### config.mk
export PLATFORM = sky130hd
export DESIGN_NAME = mcycle_unit
export DESIGN_NICKNAME = d
export VERILOG_FILES = /design/src/rtl/mcycle_unit.sv
export SDC_FILE = /design/constraint.sdc
export NUM_CORES = 1
export LEC_CHECK = 0
export BUFFER_PORTS_ARGS = -buffer_cell sky130_fd_sc_hd__buf_4
export CORE_MARGIN = 4
export CORE_UTILIZATION = 56
export CTS_CLUSTER_SIZE = 16
export DETAILED_ROUTE_END_ITERATION = 8
export GPL_TIMING_DRIVEN = 0
export PLACE_DENSITY = 0.78
export SYNTH_ARGS = -nofsm -noshare
export SYNTH_HDL_FRONTEND = slang
export SYNTH_SLANG_ARGS = --single-unit
### constraint.sdc
create_clock -name CLK -period 4.8 [get_ports CLK]
set_input_delay 0.96 -clock CLK [delete_from_list [all_inputs] [get_ports CLK]]
set_output_delay 0.96 -clock CLK [all_outputs]
set_load 0.1 [all_outputs]
### src/rtl/mcycle_unit.sv
// Multi-cycle iterative multiply/divide unit, unsigned or signed, one result bit-step per cycle.
// Latency: WIDTH cycles from the accepting edge to results; Done pulses in the following cycle.
// Backpressure: Busy is held high while computing; Start is ignored until the unit is back in IDLE or DONE.
module mcycle_unit #(
    parameter int WIDTH = 32
) (
    input  logic             CLK,
    input  logic             RESETn,
    input  logic             Start,
    input  logic [1:0]       MCycleOp,
    input  logic [WIDTH-1:0] Operand1,
    input  logic [WIDTH-1:0] Operand2,
    output logic [WIDTH-1:0] Result1,
    output logic [WIDTH-1:0] Result2,
    output logic             Busy,
    output logic             Done
);

    localparam int CW = $clog2(WIDTH) + 1;

    typedef enum logic [1:0] {
        IDLE    = 2'd0,
        COMPUTE = 2'd1,
        DONE    = 2'd2
    } state_t;

    state_t             state;
    logic [1:0]         op;
    logic               sign1;
    logic               sign2;
    logic [WIDTH-1:0]   mag1;
    logic [WIDTH-1:0]   mag2;
    logic [CW-1:0]      count;
    // Multiply: {partial product high, remaining multiplier bits}.
    // Divide:   {partial remainder, remaining dividend bits / quotient bits}.
    logic [2*WIDTH-1:0] acc;

    logic [WIDTH-1:0]   op1_abs;
    logic [WIDTH-1:0]   op2_abs;
    logic [WIDTH:0]     mul_sum;
    logic [WIDTH:0]     div_sh;
    logic [WIDTH:0]     div_diff;
    logic [2*WIDTH-1:0] acc_nxt;
    logic [2*WIDTH-1:0] prod;
    logic               neg;
    logic [WIDTH-1:0]   res1;
    logic [WIDTH-1:0]   res2;
    logic               last;

    // Operand magnitudes at the point of acceptance; only negate when the op is signed.
    always_comb begin
        op1_abs = Operand1;
        op2_abs = Operand2;
        if (MCycleOp[1] && Operand1[WIDTH-1]) op1_abs = -Operand1;
        if (MCycleOp[1] && Operand2[WIDTH-1]) op2_abs = -Operand2;
    end

    // One iteration of shift-add multiply or restoring divide, plus final sign fix-up.
    always_comb begin
        mul_sum  = {1'b0, acc[2*WIDTH-1:WIDTH]} + (acc[0] ? {1'b0, mag1} : '0);
        div_sh   = {acc[2*WIDTH-1:WIDTH], acc[WIDTH-1]};
        div_diff = div_sh - {1'b0, mag2};
        acc_nxt  = {mul_sum, acc[WIDTH-1:1]};
        if (op[0]) begin
            // Bit WIDTH of the trial difference set means the subtraction went negative: restore.
            if (!div_diff[WIDTH]) acc_nxt = {div_diff[WIDTH-1:0], acc[WIDTH-2:0], 1'b1};
            else                  acc_nxt = {div_sh[WIDTH-1:0], acc[WIDTH-2:0], 1'b0};
        end
        neg  = sign1 ^ sign2;
        prod = neg ? -acc_nxt : acc_nxt;
        res1 = prod[WIDTH-1:0];
        res2 = prod[2*WIDTH-1:WIDTH];
        if (op[0]) begin
            // Zero divisor yields all-ones quotient regardless of sign; the remainder path
            // already reproduces the original dividend once its sign is restored.
            if (mag2 == '0)  res1 = '1;
            else if (neg)    res1 = -acc_nxt[WIDTH-1:0];
            else             res1 = acc_nxt[WIDTH-1:0];
            res2 = sign1 ? -acc_nxt[2*WIDTH-1:WIDTH] : acc_nxt[2*WIDTH-1:WIDTH];
        end
        last = (count == CW'(WIDTH - 1));
    end

    // Control FSM with registered Busy/Done and result registers that only update on completion.
    always_ff @(posedge CLK or negedge RESETn) begin
        if (!RESETn) begin
            state   <= IDLE;
            op      <= '0;
            sign1   <= 1'b0;
            sign2   <= 1'b0;
            mag1    <= '0;
            mag2    <= '0;
            count   <= '0;
            acc     <= '0;
            Result1 <= '0;
            Result2 <= '0;
            Busy    <= 1'b0;
            Done    <= 1'b0;
        end else begin
            case (state)
                COMPUTE: begin
                    acc   <= acc_nxt;
                    count <= count + CW'(1);
                    if (last) begin
                        Result1 <= res1;
                        Result2 <= res2;
                        Busy    <= 1'b0;
                        Done    <= 1'b1;
                        state   <= DONE;
                    end
                end
                default: begin
                    Done <= 1'b0;
                    if (Start) begin
                        op    <= MCycleOp;
                        sign1 <= MCycleOp[1] & Operand1[WIDTH-1];
                        sign2 <= MCycleOp[1] & Operand2[WIDTH-1];
                        mag1  <= op1_abs;
                        mag2  <= op2_abs;
                        acc   <= MCycleOp[0] ? {{WIDTH{1'b0}}, op1_abs} : {{WIDTH{1'b0}}, op2_abs};
                        count <= '0;
                        Busy  <= 1'b1;
                        state <= COMPUTE;
                    end else begin
                        state <= IDLE;
                    end
                end
            endcase
        end
    end

endmodule

==> flow_metrics.py, run 1 <==
metrics = {
    "logic_synthesis": {
        "synth_top_cell_area_share": 0.306,
        "async_flop_share": 1.00,
        "yosys_warnings": 0,
        "syn-num-nets": 2267,
        "ys_types": 94,
        "synth_ff_type": "dfrtp_1",
        "netlist.top_cell.by_area": "dfrtp_1",
        "netlist_area_sq_um": 16700,
        "synth.avg_cell_area_sq_um": 7.84,
        "synth-seq-area-share": 0.306,
        "synthTopCellsByArea": "dfrtp_1 31%, nand2_1 6.3%, o21ai_0 6.0%",
        "postSynthCellCount": 2127,
        "ys_seq_elements": 204,
        "synth-edff-count": 0,
    },
    "worst_setup_path": {
        "cp_max_fo": 4,
        "crit_arrival_ns": 5.24,
        "critical_path_class": "reg2reg",
        "start_kind": "flip-flop",
        "cp.required_ns": 5.21,
        "end_kind": "flip-flop",
    },
    "placement": {
        "detailedPlace.worstSlack_ns": -1.73,
        "io_buffers": 133,
        "dpl.hpwl_mm": 51.5,
        "gp_congestion": 1.07,
        "placedCellCount": 2645,
    },
    "floorplanning": {
        "start_util": 0.575,
        "die_area_sq_um": 32600,
        "die_w_microns": 181,
        "core_sq_um": 29000,
        "num_io_pins": 135,
        "fp.dieH_microns": 181,
        "num_rows": 62,
    },
    "job": {
        "cap_viol_max_count": 0,
    },
    "status": {
        "violations": "negative setup slack",
        "run_status": "finished with violations",
    },
    "global_routing": {
        "first_global_vias": 16830,
        "track_usage": 0.387,
        "antenna_found_initial": 1,
        "grt_max_degree": 107,
        "grt_pass1_wl_mm": 99.5,
        "grt_overflow": 0,
    },
    "timing": {
        "min_period_ns": 4.83,
        "max_slew_margin": 0.300,
        "period_share": 1.01,
        "fin_ws_ns": -0.0264,
        "drv_slew": 0,
        "hold_viol": 0,
        "grt_setup_unrepaired": "yes",
        "fmax_mhz": 207,
        "finalClockSkew_ns": 0.0299,
        "setup_viol": 2,
        "tightest_slew_ns": 1.04,
    },
    "layout": {
        "final_net_count": 2465,
        "n_antenna_cell": 0,
        "drive_gt1_frac": 0.164,
        "syn2layout_area_growth_pct": 19.8,
        "fin_cells": 2725,
    },
    "clock_network": {
        "cts_buffer_depth": 3,
        "postCtsHoldBufs": 0,
        "root_buffer": "clkbuf_16",
        "cts_max_level": 1,
        "cts_buffers": 22,
        "cts_tree": "yes",
        "clk_pin_slew_ns": 0.06,
        "cts_sinks": 204,
        "clock_insertion_delay_worst_skew_ns": 0.54,
    },
    "drt": {
        "post_drt_wl_per_cell_microns": 24.1,
        "routed_wl_mm": 65.7,
        "drtAntennaViolNets": 0,
        "vias": 17932,
        "drt_iter0_drc": 2277,
        "via_per_inst": 6.58,
        "first_pass_iters": 6,
        "drc": 0,
    },
    "worst_hold_path": {
        "hp-class": "in2async",
    },
}
==> layout by cell type, fill, tap and decap left out, drive strengths merged, types with 6 or more instances in the layout <==
cell      n
a211oi   51
a21o     22
a21oi   192
a31oi    31
and2     45
and3     20
buf     202
clkbuf  115
dfrtp   204
ha       69
inv      72
mux2     11
mux2i    58
nand2   283
nand2b   13
nand3    63
nand3b   11
nand4    19
nor2    172
nor2b    36
nor3     39
nor4     29
o211ai   18
o21a      9
o21ai   213
o21bai    8
o311ai    6
o31ai    13
o41ai    10
or2      11
or3      19
or4       8
xnor2    95
xor2     64
==> layer usage <==
metal	vias up	wire [microns]	track usage
met4	2	4200	0.183
met2	1045	29100	0.605
met1	8563	26400	0.527
met3	261	5960	0.0618
met5	-	13	0
li1	8061	-	-
==> cell type report <==
| cell class | count | area (sq um) |
|---|---|---|
| timing repair buffer | 179 | 1380 |
| multi-input combinational | 1735 | 11400 |
| clock buffer | 28 | 603 |
| fill | 2439 | 9020 |
| inverter | 72 | 270 |
| buffer | 111 | 500 |
| clock inverter | 12 | 220 |
| sequential | 204 | 5110 |
| tap | 384 | 480 |
==> through the flow <==
step | utilization | TNS, ns | hold slack, ns | cell area [sq um]
after floorplan | - | 0 | 0.438 | 16700
after global placement | 0.626 | -57.80 | 0.455 | 18200
after detailed placement | 0.627 | -59.11 | 0.459 | 18200
after CTS | 0.668 | 0 | 0.474 | 19400
after global routing | 0.689 | -0.497 | 0.497 | 20000
final | 0.689 | -0.0385 | 0.432 | 20000
==> synth_stat cells (all sizes together), types with 5 or more instances <==
| cell type | instances |
|---|---|
| buf | 27 |
| o211ai | 18 |
| a21o | 22 |
| or2 | 11 |
| o31ai | 13 |
| mux2i | 58 |
| and3 | 20 |
| xnor2 | 95 |
| nand3b | 11 |
| nand2 | 283 |
| a41oi | 5 |
| a21boi | 5 |
| dfrtp | 204 |
| nor4b | 5 |
| nor2 | 172 |
| o21bai | 8 |
| nor3 | 39 |
| nor2b | 36 |
| nor4 | 29 |
| o41ai | 10 |
| xor2 | 64 |
| mux2 | 11 |
| nand2b | 13 |
| or4 | 8 |
| o21ai | 213 |
| a31o | 5 |
| and2 | 45 |
| ha | 69 |
| a311oi | 5 |
| a31oi | 31 |
| or3 | 19 |
| nand4 | 19 |
| clkbuf | 89 |
| o21a | 9 |
| a21oi | 192 |
| nand3 | 63 |
| a211oi | 51 |
| o311ai | 6 |
| a211o | 5 |
| inv | 72 |
==> cell families after synthesis <==
family          share of synthesized area
mux                                0.0422
simple gates                        0.228
flops                               0.306
buf+inv                            0.0446
compound gates                      0.241
fa+ha+maj                          0.0541
xor+xnor                           0.0835
==> sequential cells by signal (all words and copies together) (netlist names) <==
name     cells
mag2        32
Done         1
Result2     32
Result1     32
op           1
acc         64
mag1        32
state        1
count        6
Busy         1
sign1        1
sign2        1
==> worst max-delay path: stages (launching register included) <==
cell	delay [ns]
dfrtp_2	0.45
ha_4	0.18
fa_2	0.38
nor2b_4	0.18
o2111ai_4	0.20
a311o_2	0.50
buf_4	0.17
a21boi_4	0.18
buf_12	0.15
buf_4	0.12
o32ai_2	0.11
a211oi_4	0.42
ha_4	0.19
inv_1	0.08
nor4_4	0.39
nand3_2	0.15
a211oi_2	0.27
o211ai_1	0.18
mux2i_1	0.15
a311oi_1	0.24
==> final timing paths <==
check | startpoint | endpoint | slack (ns) | cells past startpoint
max | mag2[0] | Result2[24] | -0.03 | 19
min | RESETn | Result1[5] | 0.43 | 1
max reg2reg | mag2[0] | Result2[24] | -0.03 | 19
min reg2reg | mag1[24] | mag1[24] | 0.48 | 2
max in group asynchronous | RESETn | mag2[0] | 3.36 | 2
min in group CLK | mag1[24] | mag1[24] | 0.48 | 2
==> timing repair <==
| action | CTS | global route |
|---|---|---|
| cloned | 0 | 0 |
| pin swaps | 14 | 39 |
| setup buffers | 13 | 32 |
| gates resized for setup | 61 | 90 |
| setup endpoints to repair | 78 | 50 |
Power of run 1 is left out: the tool's default activity adds up to more than one toggle a clock period on the data nets, which glitch-free logic cannot reach.
==> run 2, diff against run 1 <==
--- a/config.mk
+++ b/config.mk
@@ -6,6 +6,7 @@
 export NUM_CORES = 1
 export LEC_CHECK = 0
 export BUFFER_PORTS_ARGS = -buffer_cell sky130_fd_sc_hd__buf_4
+export CORE_ASPECT_RATIO = 0.9
 export CORE_MARGIN = 4
 export CORE_UTILIZATION = 56
 export CTS_CLUSTER_SIZE = 16
==> flow_metrics.py, run 2 (synthesis gave the netlist of run 1 again) <==
metrics = {
    "timing": {
        "min_period_ns": 4.77,
        "tightest_slew_ns": 0.997,
        "drv_slew": 0,
        "hold_viol": 0,
        "fmax_mhz": 210,
        "finalClockSkew_ns": 0.0269,
        "grt_setup_unrepaired": "yes",
        "setup_viol": 0,
        "max_slew_margin": 0.333,
        "period_share": 0.994,
    },
    "clock_network": {
        "cts_buffers": 22,
        "clk_pin_slew_ns": 0.06,
        "cts_sinks": 204,
        "cts_buffer_depth": 3,
        "clock_insertion_delay_worst_skew_ns": 0.54,
        "cts_tree": "yes",
        "postCtsHoldBufs": 0,
        "cts_max_level": 1,
        "root_buffer": "clkbuf_16",
    },
    "global_routing": {
        "antenna_found_initial": 0,
        "grt_max_degree": 118,
        "first_global_vias": 17009,
        "track_usage": 0.391,
        "grt_pass1_wl_mm": 99.2,
        "grt_overflow": 0,
    },
    "worst_setup_path": {
        "reg2reg_depth": 19,
        "worstSetupEndpoint": "Result2[22]",
        "cp_max_fo": 7,
        "rr_startpoint": "acc[38]",
        "r2r_slack_ns": 0.03,
        "start_kind": "flip-flop",
        "crit_start": "acc[38]",
        "crit_arrival_ns": 5.15,
        "cp.required_ns": 5.18,
        "timing.rr.end": "Result2[22]",
        "end_kind": "flip-flop",
        "critical_path_class": "reg2reg",
    },
    "floorplanning": {
        "num_rows": 59,
        "fp.dieH_microns": 172,
        "die_w_microns": 190,
        "num_io_pins": 135,
        "start_util": 0.572,
        "core_sq_um": 29200,
        "die_area_sq_um": 32600,
    },
    "layout": {
        "fin_cells": 2745,
        "final_util": 0.688,
        "largest_reg_flops": 64,
        "layout_commonest_cell": "nand2_1",
        "syn2layout_area_growth_pct": 20.3,
        "top_register": "acc",
        "fin_area_sq_um": 20100,
        "n_fill_cell": 2476,
        "final_net_count": 2474,
        "n_antenna_cell": 0,
        "drive_gt1_frac": 0.169,
        "final_cell_mix": "278 x nand2_1, 198 x dfrtp_1, 191 x o21ai_0",
    },
    "drt": {
        "drt_iter0_drc": 2180,
        "drc": 0,
        "drtAntennaViolNets": 0,
        "vias": 18088,
        "via_per_inst": 6.59,
        "first_pass_iters": 8,
        "routed_wl_mm": 66.0,
        "post_drt_wl_per_cell_microns": 24.0,
    },
    "placement": {
        "placedCellCount": 2657,
        "io_buffers": 133,
        "dpl.hpwl_mm": 51.4,
        "placed_cell_area_sq_um": 18200,
        "gp_congestion": 1.03,
    },
    "status": {
        "run_status": "finished clean",
    },
    "worst_hold_path": {
        "hp-class": "in2async",
    },
    "job": {
        "cap_viol_max_count": 0,
    },
}
==> run 2: cell count changes in the layout (fill, tap and decap cells not counted), moves of 3 or more <==
cell	previous run	this run
nand2_2	1	4
buf_2	8	11
bufinv_16	5	2
nor4_2	4	1
nor4_4	4	7
clkinvlp_4	4	1
nand2_1	281	278
nor4b_2	0	3
buf_4	181	188
==> run 2: through the flow <==
| stage | setup TNS, ns | worst slack, ns | hold WS, ns |
|---|---|---|---|
| after floorplan | 0 | 0.0933 | 0.438 |
| after detailed placement | -59.41 | -1.82 | 0.459 |
| after CTS | -0.000369 | -0.000369 | 0.473 |
| final | 0 | 0.0285 | 0.437 |
| after global placement | -57.41 | -1.69 | 0.451 |
| after global routing | -0.107 | -0.0458 | 0.484 |
==> run 2: how the worst min path moves through the flow <==
stage,end,depth (start not counted)
floorplan,mag1[15],2
global placement,mag1[20],2
detailed placement,mag1[10],2
CTS,mag1[10],2
global route,mag1[1],2
finish,acc[57],1
==> run 2: layout make-up <==
cell class	instances	area [sq um]	area share
multi-input combinational	1736	11500	0.572
sequential	204	5110	0.255
timing repair buffer	189	1470	0.0732
clock buffer	32	618	0.0308
buffer	109	502	0.0250
tap	396	495	0.0247
inverter	72	274	0.0136
clock inverter	7	114	0.00567
==> run 2: critical path: stages (launching register included) <==
cell and delay (ns):
dfrtp_1 0.52, ha_1 0.48, o21ai_2 0.11, a2111o_1 0.41, a311o_2 0.43, a21bo_4 0.27, buf_4 0.15, buf_4 0.13
a211oi_1 0.32, a211oi_4 0.10, buf_4 0.19, ha_4 0.19, inv_2 0.10, nor4_4 0.07, buf_4 0.13, o21a_1 0.18
a211oi_1 0.38, a21oi_1 0.16, xnor2_1 0.20, o21ai_0 0.10
==> run 2: what timing repair did <==
item / CTS / global route
buffers inserted: 15 / 40
cloned: 0 / 1
resized for setup: 70 / 99
pin swaps: 16 / 46
setup endpoints to repair: 78 / 39
==> run 2: per-layer routing <==
metal / up-vias / routed length [microns] / part of all wire / GRT usage
met5: - / 0 / 0 / 0
met4: 0 / 4030 / 0.061 / 0.190
met3: 228 / 6660 / 0.10 / 0.0659
met2: 1144 / 28800 / 0.44 / 0.611
met1: 8659 / 26500 / 0.40 / 0.531
li1: 8057 / - / - / -
Power of run 2 is left out for the same reason.
